--- src/rtl/tag_dispatch_pkg.sv ---
// Shared definitions for the tag-tree arbitration blocks: dispatcher state encoding
// and the width helper used to size tag buses from a core count.
package tag_dispatch_pkg;

    typedef enum logic [1:0] {
        ST_IDLE   = 2'd0,
        ST_STREAM = 2'd1,
        ST_DROP   = 2'd2
    } state_e;

    // Minimum index width for v leaves, never less than one bit.
    function automatic int clog2(input int v);
        int r;
        r = 1;
        for (int i = 1; i < 31; i++) begin
            if ((1 << i) < v) r = i + 1;
        end
        return r;
    endfunction

endpackage

--- src/rtl/tag_onehot_decode.sv ---
// Tag index to one-hot core select, with a flag for indices beyond the core count.
// Latency: combinational.
// Backpressure: none, pure decode.
module tag_onehot_decode #(
    parameter int N      = 4,
    parameter int TAG_SZ = 2
) (
    input  logic [TAG_SZ-1:0] tag_i,
    output logic [N-1:0]      onehot_o,
    output logic              oor_o
);

    always_comb begin
        onehot_o = '0;
        oor_o    = (int'(tag_i) >= N);
        for (int i = 0; i < N; i++) begin
            onehot_o[i] = (int'(tag_i) == i);
        end
    end

endmodule

--- src/rtl/tag_dispatch.sv ---
// Claims a ready core from the tag tree on each packet start and steers the packet to it.
// Latency: 1 cycle from input beat to out_data/out_wr_en/out_done; ack is combinational.
// Backpressure: none; every beat is accepted, packets with no usable core are dropped and counted.
module tag_dispatch
    import tag_dispatch_pkg::*;
#(
    parameter int N          = 4,
    parameter int TAG_SZ     = clog2(N),
    parameter int DATA_WIDTH = 32,
    parameter int CNT_W      = 16
) (
    input  logic                  clk,
    input  logic                  rst,
    input  logic [TAG_SZ-1:0]     tag,
    input  logic                  rdy,
    output logic                  ack,
    input  logic [DATA_WIDTH-1:0] in_data,
    input  logic                  in_valid,
    input  logic                  in_last,
    output logic [DATA_WIDTH-1:0] out_data,
    output logic [N-1:0]          out_wr_en,
    output logic [N-1:0]          out_done,
    output logic                  busy,
    output logic [CNT_W-1:0]      drop_cnt
);

    state_e                  state_q, state_d;
    logic [N-1:0]            sel_q, sel_d;
    logic [DATA_WIDTH-1:0]   data_q, data_d;
    logic [N-1:0]            wr_q, wr_d;
    logic [N-1:0]            done_q, done_d;
    logic                    busy_q;
    logic [CNT_W-1:0]        drop_cnt_q;
    logic                    drop_inc;
    logic [N-1:0]            tag_onehot;
    logic                    tag_oor;

    tag_onehot_decode #(
        .N      (N),
        .TAG_SZ (TAG_SZ)
    ) u_decode (
        .tag_i    (tag),
        .onehot_o (tag_onehot),
        .oor_o    (tag_oor)
    );

    // Grant is only offered from IDLE, so one packet can never claim two leaves.
    assign ack = rst & (state_q == ST_IDLE) & in_valid & rdy;

    always_comb begin
        state_d  = state_q;
        sel_d    = sel_q;
        data_d   = data_q;
        wr_d     = '0;
        done_d   = '0;
        drop_inc = 1'b0;
        case (state_q)
            ST_IDLE: begin
                if (in_valid) begin
                    if (rdy && !tag_oor) begin
                        sel_d  = tag_onehot;
                        data_d = in_data;
                        wr_d   = tag_onehot;
                        if (in_last) done_d  = tag_onehot;
                        else         state_d = ST_STREAM;
                    end else begin
                        drop_inc = 1'b1;
                        if (!in_last) state_d = ST_DROP;
                    end
                end
            end
            ST_STREAM: begin
                if (in_valid) begin
                    data_d = in_data;
                    wr_d   = sel_q;
                    if (in_last) begin
                        done_d  = sel_q;
                        state_d = ST_IDLE;
                    end
                end
            end
            ST_DROP: begin
                if (in_valid && in_last) state_d = ST_IDLE;
            end
            default: state_d = ST_IDLE;
        endcase
    end

    // The latched tag is held as its one-hot select so streaming beats need no re-decode.
    always_ff @(posedge clk or negedge rst) begin
        if (!rst) begin
            state_q    <= ST_IDLE;
            sel_q      <= '0;
            data_q     <= '0;
            wr_q       <= '0;
            done_q     <= '0;
            busy_q     <= 1'b0;
            drop_cnt_q <= '0;
        end else begin
            state_q <= state_d;
            sel_q   <= sel_d;
            data_q  <= data_d;
            wr_q    <= wr_d;
            done_q  <= done_d;
            busy_q  <= (state_d != ST_IDLE);
            if (drop_inc && (drop_cnt_q != {CNT_W{1'b1}})) begin
                drop_cnt_q <= drop_cnt_q + CNT_W'(1);
            end
        end
    end

    assign out_data  = data_q;
    assign out_wr_en = wr_q;
    assign out_done  = done_q;
    assign busy      = busy_q;
    assign drop_cnt  = drop_cnt_q;

endmodule

--- config.mk ---
export PLATFORM = sky130hd
export DESIGN_NAME = tag_dispatch
export DESIGN_NICKNAME = d
export VERILOG_FILES = /design/src/rtl/tag_dispatch_pkg.sv /design/src/rtl/tag_onehot_decode.sv /design/src/rtl/tag_dispatch.sv
export SDC_FILE = /design/constraint.sdc
export NUM_CORES = 1
export LEC_CHECK = 0
export CORE_MARGIN = 5
export CORE_UTILIZATION = 45
export DETAILED_ROUTE_END_ITERATION = 6
export DONT_BUFFER_PORTS = 1
export HOLD_SLACK_MARGIN = 0.05
export MAX_ROUTING_LAYER = met4
export RECOVER_POWER = 50
export SYNTH_ARGS = -nofsm -noshare
export SYNTH_HDL_FRONTEND = slang
export SYNTH_HIERARCHICAL = 1
export SYNTH_SLANG_ARGS = --single-unit
--- constraint.sdc ---
create_clock -name clk -period 2.31 [get_ports clk]
set_input_delay 0.462 -clock clk [delete_from_list [all_inputs] [get_ports clk]]
set_output_delay 0.462 -clock clk [all_outputs]
set_load 0.05 [all_outputs]
-- After elaboration in Yosys (flattened, before gate mapping)
Index checks and enable logic that the tools add are counted.
- logic and storage cells: 53
- input bits: 39
- output and inout bits: 58
- bits in registers: 63
- add/sub/neg operators: 1
- mux-type cells: 25
- bitwise logic cells: 3
- reductions and logical operators: 8
- eq/ne operators: 9
- operators by type and width (kind ; count):
    $mux 32 ; 3
    $pmux 32 s2 ; 1
    $mux 4 ; 8
    $add 16x1->16 const B ; 1
    $ne 16x16->1 const B ; 1
    $pmux 4 s2 ; 2
    $mux 2 ; 7
    $eq 2x2->1 const B ; 3
    $ne 2x2->1 const B ; 3
    $pmux 2 s3 ; 1
    $eq 2x1->1 const B ; 2
    $logic_not 2->1 ; 2
    $reduce_and 4->1 ; 1
    $reduce_bool 2->1 ; 2
    $and 1x1->1 ; 3
    $mux 1 ; 3
    $reduce_and 3->1 ; 1
    $logic_and 1x1->1 ; 2

-- Depth between registers and ports, before layout
- word-level depth: 5
- gate-level depth with buffers: 5
- gate-level depth less buffers: 5

-- By module
Netlist, hierarchy kept.
- modules (own cells, without submodules) (module ; times used ; cells an instance ; area an instance (um^2) ; seq. area each (um^2)):
    tag_dispatch ; 1 ; 180 ; 2538.7 ; 1576.5
    tag_onehot_decode ; 1 ; 6 ; 37.5 ; 0.0

-- Least setup slack after synthesis
Ideal clock, no wire load.
- kind: reg-to-reg
- start point: reg drop_cnt_q[0] (netlist: drop_cnt[0])
- end point: reg drop_cnt_q[1] (netlist: drop_cnt[1])
- cell stages (with the launch flop): 6
- setup time: 128 ps
- data required time: 2182 ps
- slack: 186 ps
- data arrival time: 1997 ps
- cell sequence: dfrtp_1 > ha_1 > nand3_1 > nor4_2 > nor2_1 > mux2_1
- word-level cells in the longest chain between the ends: 2
- elaborated cells between the ends (all ways): 3
- classes of those cells: 1 x add/sub; 1 x eq/ne; 1 x reduce/logical
- RTL lines (element ; RTL line ; source):
    start, declared ; tag_dispatch.sv:33 ; logic [CNT_W-1:0] drop_cnt_q;
    start signal, assigned ; tag_dispatch.sv:107 ; drop_cnt_q <= drop_cnt_q + CNT_W'(1);
    branches (longest 2 deep; another with $add 16x1->16) ; n/a ;
Parallel ways; which one is timed is not known.
A chain may end at the register's enable or synchronous reset.

-- Worst setup path after layout
- start point: reg drop_cnt_q[14] (netlist: drop_cnt[14])
- end point: reg drop_cnt_q[7] (netlist: drop_cnt[7])
- word-level cells in the longest chain between the ends: 2
- RTL lines (element ; RTL line ; source):
    $ne 16x16->1 ; tag_dispatch.sv:106 ; if (drop_inc && (drop_cnt_q != {CNT_W{1'b1}})) begin
    $logic_and 1x1->1 ; tag_dispatch.sv:106 ;
No other way between the ends.

==> results.md <==
* Status: complete, no violations
* Largest net degree at the start of global routing at 64
* Hpwl dp at 3900 um
* Vias per inst at 5.26
* Starting DRT DRC Count at 41
* Min Tclk post-route at 2090 ps
* Critical-path maximum fanout at 6
* Pre-CTS WS at 287 ps
* 1st-pass router iterations at 3
* CP startpoint kind: flip-flop
* WP data required at 2500 ps
* Initial antenna violation count at 0
* Final nets at 253
* Worst Tran Pin Value at 1310 ps
* Ys async rst share at 100%
* Pwr Total at 0.00455 W
* CP cell instances: clkbuf_1 -> nand4_1 -> nor4_2 -> buf_4 -> nor4_1 -> xor2_1
* Pwr dens at 1530 nW/um^2
* Vias in the first global route at 1731
* CP max stage delay at 590 ps
* Nature of the critical path endpoint: flip-flop
* Max frequency at 478 MHz
* Synth cell count leaders: 63 x dfrtp_1, 37 x mux2_2, 10 x xor2_1
* Fin. Hold Viols at 0
* Top_reg_cell synth: dfrtp_1
* PnR worst setup slack at 219 ps
* GRT Overall Usage at 15.7%
* Synth top area share at 61.2%
* CTS Sinks at 63
* Period utilisation layout at 90.5%
* Clk_lat worst skew at 330 ps
* Post-Syn Area at 2580 um^2
* CP bufs+invs at 2
* P_leak at 1.33 nW
* Drt total wl at 5170 um
* Synth unique cells at 36
* Critical path class: reg -> reg
* First-pass GRT wire length at 8480 um
* Max clock buf depth at 2
* Clock-pin slew on the worst setup and hold paths at 70 ps
* Net Count, Synth at 226
* Top-count cell post-synth: dfrtp_1
* Root Buffer: clkbuf_8
* Chip Height at 85.7 um
* Delay-heaviest family, CP: buffers and inverters
* CTS resizes at 0
* Yosys reg bits at 63
* Final setup viols at 0
* DRC Markers at 0
* Slew HR at 12.3%
* Final Slew Violations at 0
* N_diodes at 0
* GR Overflow Total at 0
* Number of H-tree levels at 3
* TritonCTS buffer count at 9
* Seq/Total Area, Yosys at 61.2%
* Min-Delay Path Class: in -> reg
* Layout cells sized above 1 at 33.0%
* PortBufs at 0
* Dominant cells by area after synthesis: dfrtp_1 61%, mux2_2 16%, xor2_1 3.4%
* Die area at 7340 um^2
* Area grow syn2layout at 15.7%
* Post-synthesis cell count at 186
* Io pins at 97
* Post-synth EDFFs at 0
* Peak VDD IR at 0.000731 V
* Setup Buffers After CTS at 0
* Post-route ant nets at 0
* DR vias at 1525
* Die W at 85.7 um
* Dpl cells at 272
* TritonCTS clock tree: done
* Routed len/inst at 17.8 um
* Worst clock skew at 4.68 ps
* RSZ-0062 raised after global routing: no
* Core Area at 5540 um^2
* Post-synthesis area per instance at 13.9 um^2
* Top cell type by total area after synthesis: dfrtp_1
* Worst path slowest cell: clkbuf_1
* Setup TNS at 0 ps
* Fin cells at 290
* Initial core utilization at 46.5%
* Maxcap violations at 0
* Synth warn at 6
* Rows at 27
* GPL Wtd Cong at 0.805
* Worst Path Arrival at 2280 ps
==> registers in the layout, indices dropped and copies added (netlist names) <==
| signal | cells |
|---|---|
| drop_cnt | 16 |
| state_q | 2 |
| out_wr_en | 4 |
| out_data | 32 |
| sel_q | 4 |
| out_done | 4 |
| busy | 1 |
==> placed cells by master (no fill, tap or decap), drive strengths merged <==
master	count
nor4b	1
and2	6
xor2	10
ha	1
inv	2
nor3b	2
nor2b	3
conb	1
or4	1
nand2b	2
o21ai	1
o32ai	1
and2b	1
or2	2
mux2	41
dfrtp	63
xnor2	1
a22o	4
a21oi	1
nand2	9
nand4	4
and3	2
nor2	6
nor4	3
o211ai	1
buf	8
nand3	4
or3b	1
bufinv	2
dlygate4sd3	1
clkinv	4
nor3	7
clkbuf	21
and4	1
==> final cells by class <==
cell class / count / area, um^2
Fill cell: 471 / 2560
Timing Repair Buffer: 20 / 109
Inverter: 2 / 7.51
Clock inverter: 6 / 83.8
Clock buffer: 10 / 138
Sequential cell: 63 / 1580
Tap cell: 72 / 90.1
Multi-Input combinational cell: 117 / 977
==> worst paths after layout <==
kind / from / end / depth (start not counted) / slack (ps)
worst max-delay path: drop_cnt[14] / drop_cnt[7] / 6 / 220
worst min-delay path: in_last / state_q[1] / 1 / 240
worst max register to register: drop_cnt[14] / drop_cnt[7] / 6 / 220
worst min register to register: sel_q[0] / sel_q[0] / 1 / 510
max in group asynchronous: rst / drop_cnt[14] / 2 / 520
min in group asynchronous: rst / drop_cnt[10] / 2 / 990
==> report_power, final <==
part | total (W) | switching, W | internal, W
Sequential | 0.00264 | 0.00119 | 0.00145
Combinational | 0.000876 | 0.000515 | 0.000362
Clock | 0.00104 | 0.000407 | 0.000633
==> worst reg2reg max path: cells and delay by family, from the launching register on <==
family,cells,cell delay (ps)
XOR/XNOR,1,160
buffers and inverters,2,800
flip-flops,1,330
AND/OR/NAND/NOR,3,660
==> per-stage QoR <==
step                instance area (um^2)  hold slack [ps]  utilization (%)
detailed placement                  2790              168             50.3
floorplan                           2580              166                -
global route                        2980              219             53.8
global placement                    2790              168             50.3
CTS                                 3050              222             55.0
finish                              2980              245             53.8
==> per-layer routing <==
metal	wire [um]	track usage, %
met5	0	-
met4	87	6.91
met3	522	6.72
met2	2670	26.3
met1	1880	15.8
==> what timing repair did <==
item | in CTS | in global routing
hold endpoints to repair | 63 | 0
hold buffers | 2 | 0
endpoints found under the setup margin | 0 | 0
==> cells by family (layout without fill, tap and decap cells) <==
kind of cell             Yosys count  in the layout  synth area share, %
XOR/XNOR                          11             11                 3.74
adder cells (fa/ha/maj)            1              1                0.486
AO/OA/AOI/OAI                      8              8                 2.38
flip-flops                        63             63                 61.2
other                              1              1                0.146
buffers and inverters              6             38                 1.02
AND/OR/NAND/NOR                   55             55                 13.1
multiplexers                      41             41                 17.9
(Power assumes the default switching activity.)
